## src/rtl/fifo_wr_arbiter.sv

```systemverilog
// fifo_wr_arbiter: round-robin burst arbiter sharing one FIFO write port among NUM_REQ producers.
// Define FIFO_WR_ARB_STATS_EN to add saturating beat/stall counters.
module fifo_wr_arbiter #(
    parameter int  NUM_REQ    = 4,
    parameter int  DATA_WIDTH = 8,
    parameter int  BURST_MAX  = 4,
    localparam int ID_W       = (NUM_REQ > 1) ? $clog2(NUM_REQ) : 1
) (
    input  logic                          i_clk,
    input  logic                          i_a_rst,
    input  logic [NUM_REQ-1:0]            i_req_valid,
    input  logic [NUM_REQ*DATA_WIDTH-1:0] i_req_data,
    output logic [NUM_REQ-1:0]            o_req_ready,
    output logic                          o_fifo_wr_en,
    output logic [DATA_WIDTH+ID_W-1:0]    o_fifo_wr_data,
    input  logic                          i_fifo_full,
    input  logic                          i_fifo_almost_full,
    output logic [ID_W-1:0]               o_grant_id,
    output logic                          o_busy
`ifdef FIFO_WR_ARB_STATS_EN
    ,
    output logic [31:0]                   o_beat_cnt,
    output logic [31:0]                   o_stall_cnt
`endif
);
    typedef enum logic {IDLE, GRANT} state_t;

    state_t          state, state_n;
    logic [ID_W-1:0] grant, grant_n, rr_ptr, rr_ptr_n, pick;
    logic [7:0]      beat_cnt, beat_cnt_n;
    logic            found, open, grant_valid, beat, done;

    // Search starts just after the last grantee so every requester gets a turn.
    always_comb begin
        pick  = '0;
        found = 1'b0;
        for (int i = 1; i <= NUM_REQ; i++) begin
            if (!found && i_req_valid[(int'(rr_ptr) + i) % NUM_REQ]) begin
                found = 1'b1;
                pick  = ID_W'((int'(rr_ptr) + i) % NUM_REQ);
            end
        end
    end

    assign open        = (state == GRANT) && !i_fifo_almost_full && !i_fifo_full;
    assign o_req_ready = {{(NUM_REQ-1){1'b0}}, open} << grant;
    assign grant_valid = i_req_valid[grant];
    assign beat        = grant_valid && open;
    assign o_grant_id  = grant;
    assign o_busy      = (state == GRANT);

    always_comb begin
        done       = (state == GRANT) && (!grant_valid || (beat && beat_cnt == 8'(BURST_MAX - 1)));
        state_n    = (state == IDLE) ? (found ? GRANT : IDLE) : (done ? IDLE : GRANT);
        grant_n    = (state == IDLE && found) ? pick : grant;
        rr_ptr_n   = done ? grant : rr_ptr;
        beat_cnt_n = (state == IDLE) ? 8'd0 : beat_cnt + 8'(beat);
    end

    always_ff @(posedge i_clk or posedge i_a_rst) begin
        if (i_a_rst) begin
            state          <= IDLE;
            grant          <= '0;
            rr_ptr         <= ID_W'(NUM_REQ - 1);
            beat_cnt       <= '0;
            o_fifo_wr_en   <= 1'b0;
            o_fifo_wr_data <= '0;
        end else begin
            state        <= state_n;
            grant        <= grant_n;
            rr_ptr       <= rr_ptr_n;
            beat_cnt     <= beat_cnt_n;
            o_fifo_wr_en <= beat;
            if (beat)
                o_fifo_wr_data <= {grant, i_req_data[grant*DATA_WIDTH +: DATA_WIDTH]};
        end
    end

`ifdef FIFO_WR_ARB_STATS_EN
    always_ff @(posedge i_clk or posedge i_a_rst) begin
        if (i_a_rst) begin
            o_beat_cnt  <= '0;
            o_stall_cnt <= '0;
        end else begin
            if (beat && !(&o_beat_cnt))
                o_beat_cnt <= o_beat_cnt + 32'd1;
            if (state == GRANT && grant_valid && !open && !(&o_stall_cnt))
                o_stall_cnt <= o_stall_cnt + 32'd1;
        end
    end
`endif

`ifndef SYNTHESIS
    assert property (@(posedge i_clk) disable iff (i_a_rst) !(o_fifo_wr_en && i_fifo_full))
        else $error("fifo_wr_arbiter: FIFO written while full");
`endif
endmodule

```

## config.mk

```make
export PLATFORM = sky130hd
export DESIGN_NAME = fifo_wr_arbiter
export DESIGN_NICKNAME = d
export VERILOG_FILES = /design/src/rtl/fifo_wr_arbiter.sv
export SDC_FILE = /design/constraint.sdc
export NUM_CORES = 1
export LEC_CHECK = 0
export ABC_AREA = 1
export BUFFER_PORTS_ARGS = -buffer_cell sky130_fd_sc_hd__buf_4
export CAP_MARGIN = 20
export CORE_UTILIZATION = 49
export CTS_CLUSTER_DIAMETER = 30
export DETAILED_ROUTE_END_ITERATION = 7
export GPL_ROUTABILITY_DRIVEN = 0
export PLACE_DENSITY = 0.83
export SYNTH_ARGS = -nofsm -noshare
export SYNTH_HDL_FRONTEND = slang
export SYNTH_SLANG_ARGS = --single-unit
```

## constraint.sdc

```tcl
create_clock -name i_clk -period 2 [get_ports i_clk]
set_input_delay 0.2 -clock i_clk [delete_from_list [all_inputs] [get_ports i_clk]]
set_output_delay 0.2 -clock i_clk [all_outputs]
set_load 0.05 [all_outputs]
```

* Word-level counts from Yosys, hierarchy flattened
Cells that the tools add are included.
** Word-level totals
- Word-level logic and storage cells :: 70
- Input bits :: 40
- Output and inout bits :: 18
- Register bits after elaboration :: 24
** Operators by class
- Bitwise operators :: 5
- Order comparisons :: 5
- Reductions and logical operators :: 20
- Eq/ne operators :: 1
- Muxes and demuxes :: 26
- Shifts and indexed selects :: 2
- Add/sub/neg operators :: 5
** Operators by type and width (count)
- 32-bit by 6-bit variable part select with 8-bit output :: 1
- 3-bit by 4-bit less-than comparator with 1-bit output (second input constant) :: 4
- 1-bit two-way mux :: 16
- 1-bit binary-select mux with 2-bit select :: 5
- 1-bit logical AND :: 9
- 8-bit by 1-bit adder with 8-bit output :: 1
- 8-bit by 2-bit == test with 1-bit output (second input constant) :: 1
- 2-bit two-way mux :: 4
- 8-bit two-way mux :: 1
- 2-bit OR reduction :: 4
- 1-bit zero test :: 6
- 2-bit by 1-bit adder with 2-bit output (second input constant) :: 2
- 2-bit adder (second input constant) :: 2
- 1-bit bitwise AND (first input constant) :: 4
- 1-bit by 2-bit left shift with 4-bit output :: 1
- 2-bit by 3-bit less-than comparator with 1-bit output (second input constant) :: 1
- 1-bit logical OR :: 1
- 1-bit NOT :: 1

* Depth between registers and ports, before layout
Gate-level depths: netlist (run 1).
- Depth in word-level cells :: 18
- Depth in mapped cells :: 12
- Depth with buffers taken out :: 12

* Worst setup path after synthesis (run 1)
No wires, ideal clock.
- Path type :: reg2reg
- Start point :: reg state, in the netlist o_busy
- End point :: reg beat_cnt[6]
- Period minus slack after synthesis :: 2.164 ns
- Path buffers :: 0
- Library setup time :: 0.123 ns
- Data arrival time :: 2.041 ns
- Setup slack :: -0.164 ns
- Stages on the path, launching flop included :: 12
- Data required time :: 1.877 ns
- Cells stage by stage :: dfrtp_1 > inv_2 > nor3_4 > inv_2 > nor2_8 > ha_1 > ha_1 > nand2_1 > nor3_1 > nand2_1 > o21ai_0 > a21oi_1
** On the way
- Cells in the longest elaborated chain, start to end :: 5
** Ends and longest elaborated chain
- start: declaration :: line 28 : state_t state, state_n;
- start signal: assignment :: line 69 : state <= state_n;
- 1-bit logical AND (2 in series) :: line 45 : assign open = (state == GRANT) && !i_fifo_almost_full && !i_fifo_full;
- 1-bit logical AND :: line 48 : assign beat = grant_valid && open;
- via beat :: line 31 : logic found, open, grant_valid, beat, done;
- 8-bit by 1-bit adder with 8-bit output :: line 57 : beat_cnt_n = (state == IDLE) ? 8'd0 : beat_cnt + 8'(beat);
- 8-bit two-way mux :: line 57
- via beat_cnt_n[6] :: line 30 : logic [7:0] beat_cnt, beat_cnt_n;
- end signal: assignment :: line 72 : beat_cnt <= beat_cnt_n;
- end: declaration :: line 30
The timed path passes the listed nets, and every way through them passes these cells.
A chain may end at the register's enable or synchronous reset.

* Worst setup path in the final report (run 1)
- Start point :: reg grant[1], in the netlist o_grant_id[1]
- End point :: reg beat_cnt[6]
** On the way
- Cells in the longest elaborated chain, start to end :: 5
** Ends and longest elaborated chain
- start: declaration :: line 29 : logic [ID_W-1:0] grant, grant_n, rr_ptr, rr_ptr_n, pick;
- start signal: assignment :: line 70 : grant <= grant_n;
- 1-bit binary-select mux with 2-bit select :: line 47 : assign grant_valid = i_req_valid[grant];
- 1-bit two-way mux (not written as such) :: line 47
- 1-bit logical AND :: line 48
- via beat :: line 31
- 8-bit by 1-bit adder with 8-bit output :: line 57
- 8-bit two-way mux :: line 57
- via beat_cnt_n[6] :: line 30
The timed path passes the listed nets, and every way through them passes these cells. The select of a mux whose other input is x is not followed.

==> results of run 1 <==
worst max path at each step:
| stage | from | end | slack (ns) |
|---|---|---|---|
| after floorplan | o_grant_id[1] | beat_cnt[6] | 0.04 |
| after global placement | o_grant_id[1] | beat_cnt[6] | 0.24 |
| after detailed placement | o_grant_id[1] | beat_cnt[6] | 0.19 |
| after CTS | o_grant_id[0] | o_req_ready[2] | 0.12 |
| after global routing | o_grant_id[1] | beat_cnt[6] | -0.03 |
| final | o_grant_id[1] | beat_cnt[6] | 0.18 |
cell families (layout without fill, tap and decap cells):
family | after synthesis | after routing | synth area share, %
AOI/OAI and AO/OA | 47 | 47 | 16.3
adders and majority gates | 2 | 2 | 1.57
buffers and inverters | 30 | 91 | 8.90
DFF | 24 | 24 | 38.0
and+or+nand+nor | 127 | 127 | 35.3
where the power goes:
group          leakage [nW]  total, mW  switching [mW]  internal (mW)
clock network        0.0210      0.256           0.145          0.111
logic                 0.802       2.10            1.42          0.686
registers             0.305      0.799           0.140          0.659
cells in the mapped netlist, types with 5 or more instances:
cell,number,area (µm²)
sky130_fd_sc_hd__nand2_1,74,278
sky130_fd_sc_hd__nor2_1,26,97.6
sky130_fd_sc_hd__o21ai_0,25,125
sky130_fd_sc_hd__dfrtp_1,22,551
sky130_fd_sc_hd__inv_1,15,56.3
sky130_fd_sc_hd__nand3_1,11,55.1
sky130_fd_sc_hd__a21oi_1,8,40.0
sky130_fd_sc_hd__o22ai_1,8,50.1
sky130_fd_sc_hd__nand2_2,7,43.8
sky130_fd_sc_hd__inv_2,5,18.8
worst register-to-register path, delay by kind of cell, from the launching register on:
kind / cells / cell delay (ns)
flip-flops: 1 / 0.44
AO/OA/AOI/OAI: 4 / 0.32
AND/OR/NAND/NOR: 5 / 0.61
buffers and inverters: 1 / 0.07
adder cells (fa/ha/maj): 2 / 0.29
state kept, by name, summed over array words and instances (netlist names):
register	cells
o_busy	1
o_fifo_wr_data	10
o_fifo_wr_en	1
o_grant_id	2
rr_ptr	2
beat_cnt	8
metal layers:
| layer | vias to the layer above | global-route usage (%) |
|---|---|---|
| met3 | 2 | 5.05 |
| li1 | 866 | - |
| met1 | 783 | 30.7 |
| met5 | - | 0 |
| met2 | 46 | 45.0 |
| met4 | 0 | 3.74 |
timing repair:
item                       4_1_cts  5_1_grt
setup endpoints to repair        0        4
hold buffers                     1        0
gates resized for setup          0        8
hold endpoints to repair        22        0
stage by stage:
step	hold slack, ns	utilization (%)	power (mW)	worst slack [ns]
2_1_floorplan	0.213	-	2.31	0.0375
3_3_place_gp	0.264	68.2	2.84	0.244
3_5_place_dp	0.270	68.2	2.88	0.192
4_1_cts	0.258	69.7	3.14	0.117
5_1_grt	0.274	70.9	3.40	-0.0254
6_report	0.260	70.9	3.16	0.184
area by class of cell:
class | instances | area, µm² | area share, %
clock buffer | 4 | 36.3 | 1.68
inverter | 21 | 85.1 | 3.93
multi-input combinational | 176 | 882 | 40.8
sequential | 24 | 607 | 28.1
tap | 44 | 55.1 | 2.54
timing repair buffer | 66 | 498 | 23.0
==> metrics.txt, run 1 <==
mean post-synth cell area 6.91 µm²; yosys synthesis warning count 0; Seq/Total Area, Yosys 38.0%; overall routed net length 4.06 mm; std cell rows 20; highest layer used for signal routing met4; CTS sink cnt 24; Std-Cell Core Area 0.00305 mm²; commonest cells after routing, fill and taps aside 74 x sky130_fd_sc_hd__nand2_1, 65 x sky130_fd_sc_hd__buf_4, 25 x sky130_fd_sc_hd__nor2_1; drt first pass iters 4; TritonCTS clock tree built; Req. time, crit path 2.22 ns; Seq cells post-synth 24; buffer levels on the longest clock path 2; Leakage Power 1.13 nW; number of antenna violations at the first check in global routing 0; setup clock skew after layout 0.0101 ns; setup slack of the most critical reg-to-reg path 0.18 ns; number of flops mapped to enable cells by yosys 0; share of the cycle needed by the critical path after routing 90.8%; result of the run completed; # port buffers 57; synthesized netlist net count 272; number of nets in the layout 334; vias per cell 5.07; post-route minimum period 1.82 ns; Fmax achieved 0.551 GHz; ratio of cells with drive above 1 in the final layout 34.4%; Mapped Cells 230; clk_lat worst skew 0.32 ns; cell count after placement 330; area of the die 0.00347 mm²; DR iter-0 viols 93; total number of cells along the worst setup path 12; Via Count 1697; instance area after placement 0.00208 mm²; nature of the critical path startpoint flip-flop; Initial Utilization 52.0%; worst min-delay path category input pin to flip-flop; power density over the cells 1460 mW/mm²; proportion of synthesized flip-flops having asynchronous set or reset 100%; Worst Hold End o_fifo_wr_data[4]; Final Hold Vio Count 0; Total Negative Setup Slacks 0 ns; post-route met1 wirelength 1.80 mm; combined area of all synthesized cells 0.00159 mm²; total setup buffers inserted after CTS 0; slew margin rel. 79.7%; DRC 0; crit-path max cell delay 0.44 ns; met2 routed WL 2.07 mm; number of max-slew violations in the final report 0; most common cell after layout, fill and taps aside sky130_fd_sc_hd__nand2_1; summed area of non-filler cells in the final layout 0.00216 mm²; width of the chip 58.9 µm; total clock buffers created by CTS 3; CTS Root Buffer Type sky130_fd_sc_hd__clkbuf_4; Min-Delay Path Depth 5; transition time at the pin with the least slew margin 0.305 ns; critical path's slowest cell sky130_fd_sc_hd__dfrtp_2; Reg2Reg Depth 12; Routed WL per cell 12.1 µm; clock transition at the register clock pins on the worst setup and hold paths after CTS 0.13 ns; critical path's top delay family simple AND/OR/NAND/NOR gates; dpl hpwl 3.19 mm; Setup violations, final 0; launch point of the worst reg-to-reg path o_grant_id[1]; IO Count 58; count of nets left with antenna violations after detail routing 0; all-layer global routing usage 24.7%; Max-cap violations 0; distinct cell type count of the synthesized netlist 26; FILL cells 276; endpoint of the worst-slack reg-to-reg timing path beat_cnt[6]; cells along the critical path inv_1 -> a21oi_1 -> o21ai_1 -> nand2_2 -> nor2_8 -> ha_4 -> ha_4 -> nand2_1 -> nor3_2 -> nand2_1 -> o21ai_1 -> a21oi_1; dominant synthesized flop cell sky130_fd_sc_hd__dfrtp_1; hold path startpoint i_req_data[4]; maximum vdd ir drop 768 µV; Crit path arrival time 2.04 ns; Worst Setup Path Type flip-flop to flip-flop; total inserted antenna cells 0; met3 routed WL 173 µm; type of element capturing the critical path flip-flop; vias in the first global route 1559; final cell count without fillers 335; global route overflow 0; Max H-tree Level 1; area growth from synthesis to layout 36.1%; highest net fanout along the worst path 4; vertical die dimension 58.9 µm; first-pass GRT wire length 6.58 mm; largest net degree at the start of global routing 25; Buffers & Inverters on Critical Path 1
No activity file was read; power rests on OpenSTA's default activity.
==> run 2, diff against run 1 <==
ABC_AREA = not set   (was 1)
CORE_UTILIZATION = 48   (was 49)
==> run 2 against run 1 <==
Compared with the run above:
- the run now ends with design-rule violations left
- sequential share of layout area rose by 1.9 points
- global-route usage fell by 2.0 points
- power fell by 11%
- synthesized area fell by 8.3%
- count of clock-buffer cells in the layout did not move
- first-iteration DRC count fell by 69%
==> metrics.txt, run 2 <==
result of the run finished with violations; violations in the final reports design-rule violations; critical path's top delay family simple AND/OR/NAND/NOR gates; Worst Setup Path Type flip-flop to output pin; Max H-tree Level 1; proportion of power drawn by combinational gates 60.8%; Worst Hold End o_fifo_wr_en; buffer levels on the longest clock path 2; number of flops mapped to enable cells by yosys 0; proportion of synthesized flip-flops having asynchronous set or reset 100%; Simple-Gate Fraction of Synth Area 14.8%; IO Count 58; commonest cells after routing, fill and taps aside 62 x sky130_fd_sc_hd__buf_4, 19 x sky130_fd_sc_hd__dfrtp_1, 10 x sky130_fd_sc_hd__nor2_1, 10 x sky130_fd_sc_hd__mux2_4, 8 x sky130_fd_sc_hd__mux4_2; Std-Cell Core Area 0.00281 mm²; post-route minimum period 1.91 ns; library cell with the largest summed area after synthesis sky130_fd_sc_hd__dfrtp_1; worst min-delay path category input pin to flip-flop; number of flip-flops in the largest register 10; hold path startpoint i_fifo_full; drt first pass iters 6; Total Negative Setup Slacks 0 ns; Leakage Power 0.958 nW; most common cell after layout, fill and taps aside sky130_fd_sc_hd__buf_4; dominant cell by count in the synthesized netlist sky130_fd_sc_hd__dfrtp_1; Regs by FF count o_fifo_wr_data: 10 flops, beat_cnt: 8 flops; sw frac 45.7%; number of max-slew violations in the final report 0; TritonCTS clock tree built; Buffers & Inverters on Critical Path 2; largest net degree at the start of global routing 25; Fmax achieved 0.524 GHz; Setup violations, final 0; multiplexer share of the synthesized area 26.4%; critical path's slowest cell sky130_fd_sc_hd__or3_2; maximum vdd ir drop 880 µV; distinct cell type count of the synthesized netlist 38; nature of the critical path startpoint flip-flop; share of the cycle needed by the critical path after routing 95.5%; area of the die 0.00326 mm²; final cell count without fillers 210; slew margin rel. 70.7%; compound-gate portion of the synthesized area 7.21%; DR iter-0 viols 29; yosys synthesis warning count 0; overall routed net length 3.45 mm; register with the highest flop count o_fifo_wr_data; all-layer global routing usage 22.8%; RSZ-0062 raised after global routing no; power density over the cells 1380 mW/mm²; synth cell count leaders 22 x sky130_fd_sc_hd__dfrtp_1, 10 x sky130_fd_sc_hd__mux2_4, 10 x sky130_fd_sc_hd__nor2_1; global route overflow 0; count of nets left with antenna violations after detail routing 0; Via Count 1196; Reg2Reg Depth 10; Max-cap violations 0; area growth from synthesis to layout 39.0%; total inserted antenna cells 0; # port buffers 57; Seq/Total Area, Yosys 41.4%; Post-Place Worst Slack 0.170 ns; mean post-synth cell area 12.4 µm²; number of nets in the layout 222; Seq cells post-synth 24; type of element capturing the critical path output pin; DRC 14; Min-Delay Path Depth 4; setup slack of the most critical reg-to-reg path 0.15 ns; first-pass GRT wire length 5.68 mm; setup slack of the critical path after layout 0.0910 ns; launch point of the worst reg-to-reg path o_grant_id[1]; internal power component 1.52 mW; Final Hold Vio Count 0; top cell type's share of synthesized area 37.8%; vias in the first global route 1262; Crit path arrival time 1.71 ns; FILL cells 209; clk_lat worst skew 0.31 ns; Sw Pwr 1.28 mW; Req. time, crit path 1.80 ns; power after layout 2.80 mW; total clock buffers created by CTS 3; highest net fanout along the worst path 9; clock power share 7.9%; number of antenna violations at the first check in global routing 0; parity-gate share of the synthesized area counting xor and xnor cells 3.61%; std cell rows 19; Seq pwr share 31.2%; post-synthesis adder-cell area fraction 1.72%; cell count after placement 204; Mapped Cells 118; largest family of logic cells by synthesized area multiplexers; combined area of all synthesized cells 0.00146 mm²; cells taking the most area after synthesis sky130_fd_sc_hd__dfrtp_1 38%, sky130_fd_sc_hd__mux4_2 12%, sky130_fd_sc_hd__mux2_4 10%; clock transition at the register clock pins on the worst setup and hold paths after CTS 0.13 ns; vertical die dimension 57.1 µm; transition time at the pin with the least slew margin 0.436 ns; endpoint of the worst-slack reg-to-reg timing path beat_cnt[6]; CTS sink cnt 24; ratio of cells with drive above 1 in the final layout 61.5%; vias per cell 5.70; setup clock skew after layout 0.00434 ns; CTS Root Buffer Type sky130_fd_sc_hd__clkbuf_4; crit-path max cell delay 0.52 ns; cells along the critical path inv_2 -> or3_2 -> nor3b_4 -> buf_6; dominant synthesized flop cell sky130_fd_sc_hd__dfrtp_1; Initial Utilization 52.0%; Routed WL per cell 16.4 µm; width of the chip 57.1 µm; dpl hpwl 2.67 mm; synthesized netlist net count 160
==> run 2: stage by stage <==
step / hold WS [ns] / util [%] / area [µm²]
5_1_grt: 0.191 / 72.2 / 2030
4_1_cts: 0.185 / 72.2 / 2030
3_5_place_dp: 0.276 / 70.5 / 1980
6_report: 0.192 / 72.2 / 2030
2_1_floorplan: 0.213 / - / 1530
3_3_place_gp: 0.266 / 70.5 / 1980
==> run 2: tightest hold or removal path: cells and delay by family <==
kind,cells,cell delay (ns)
and+or+nand+nor,1,0.04
buffers and inverters,2,0.15
AOI/OAI and AO/OA,1,0.09
==> run 2: kinds of logic after synthesis <==
family | after synthesis
buffers and inverters | 11
XOR/XNOR | 6
multiplexers | 23
AO/OA/AOI/OAI | 15
AND/OR/NAND/NOR | 37
flip-flops | 24
adder cells (fa/ha/maj) | 2
==> run 2: area by class of cell <==
type                    instances  area [µm²]  share of cell area, %
clock buffers                   4        26.3                   1.30
multi-input cells              83         850                   41.9
flip-flops and latches         24         607                   30.0
repair buffers                 64         487                   24.0
well taps                      31        38.8                   1.91
inverters                       4        17.5                  0.865
==> run 2: how the worst max path moves through the flow <==
stage	startpoint	to	slack, ns	cells past startpoint
after floorplan	o_grant_id[1]	beat_cnt[5]	-0.12	10
after global placement	o_grant_id[1]	beat_cnt[5]	0.25	10
after detailed placement	o_grant_id[1]	beat_cnt[6]	0.17	10
after CTS	o_busy	o_req_ready[2]	0.08	4
after global routing	o_busy	o_req_ready[2]	0.02	4
final	o_busy	o_req_ready[2]	0.09	4
==> run 2: layer usage <==
layer  GRT usage [%]  share of wire, %  up-vias
met5               0                 0        -
met4            6.27               1.0        0
met3            4.31               6.0        4
met2            41.0                53       41
met1            28.0                40      597
li1                -                 -      554
==> run 2: power groups by stage <==
stage	Sequential [mW]	Combinational (mW)	Clock [mW]
global placement	0.876	1.64	0
CTS	0.873	1.71	0.229
floorplan	1.26	0.872	0
finish	0.873	1.70	0.222
global route	0.903	1.80	0.251
detailed placement	0.895	1.67	0
==> run 2: timing repair <==
action,4_1_cts,5_1_grt
hold buffers,1,0
buffers inserted,1,0
setup endpoints to repair,1,0
gates resized for setup,1,0
endpoints found under the hold margin,22,0
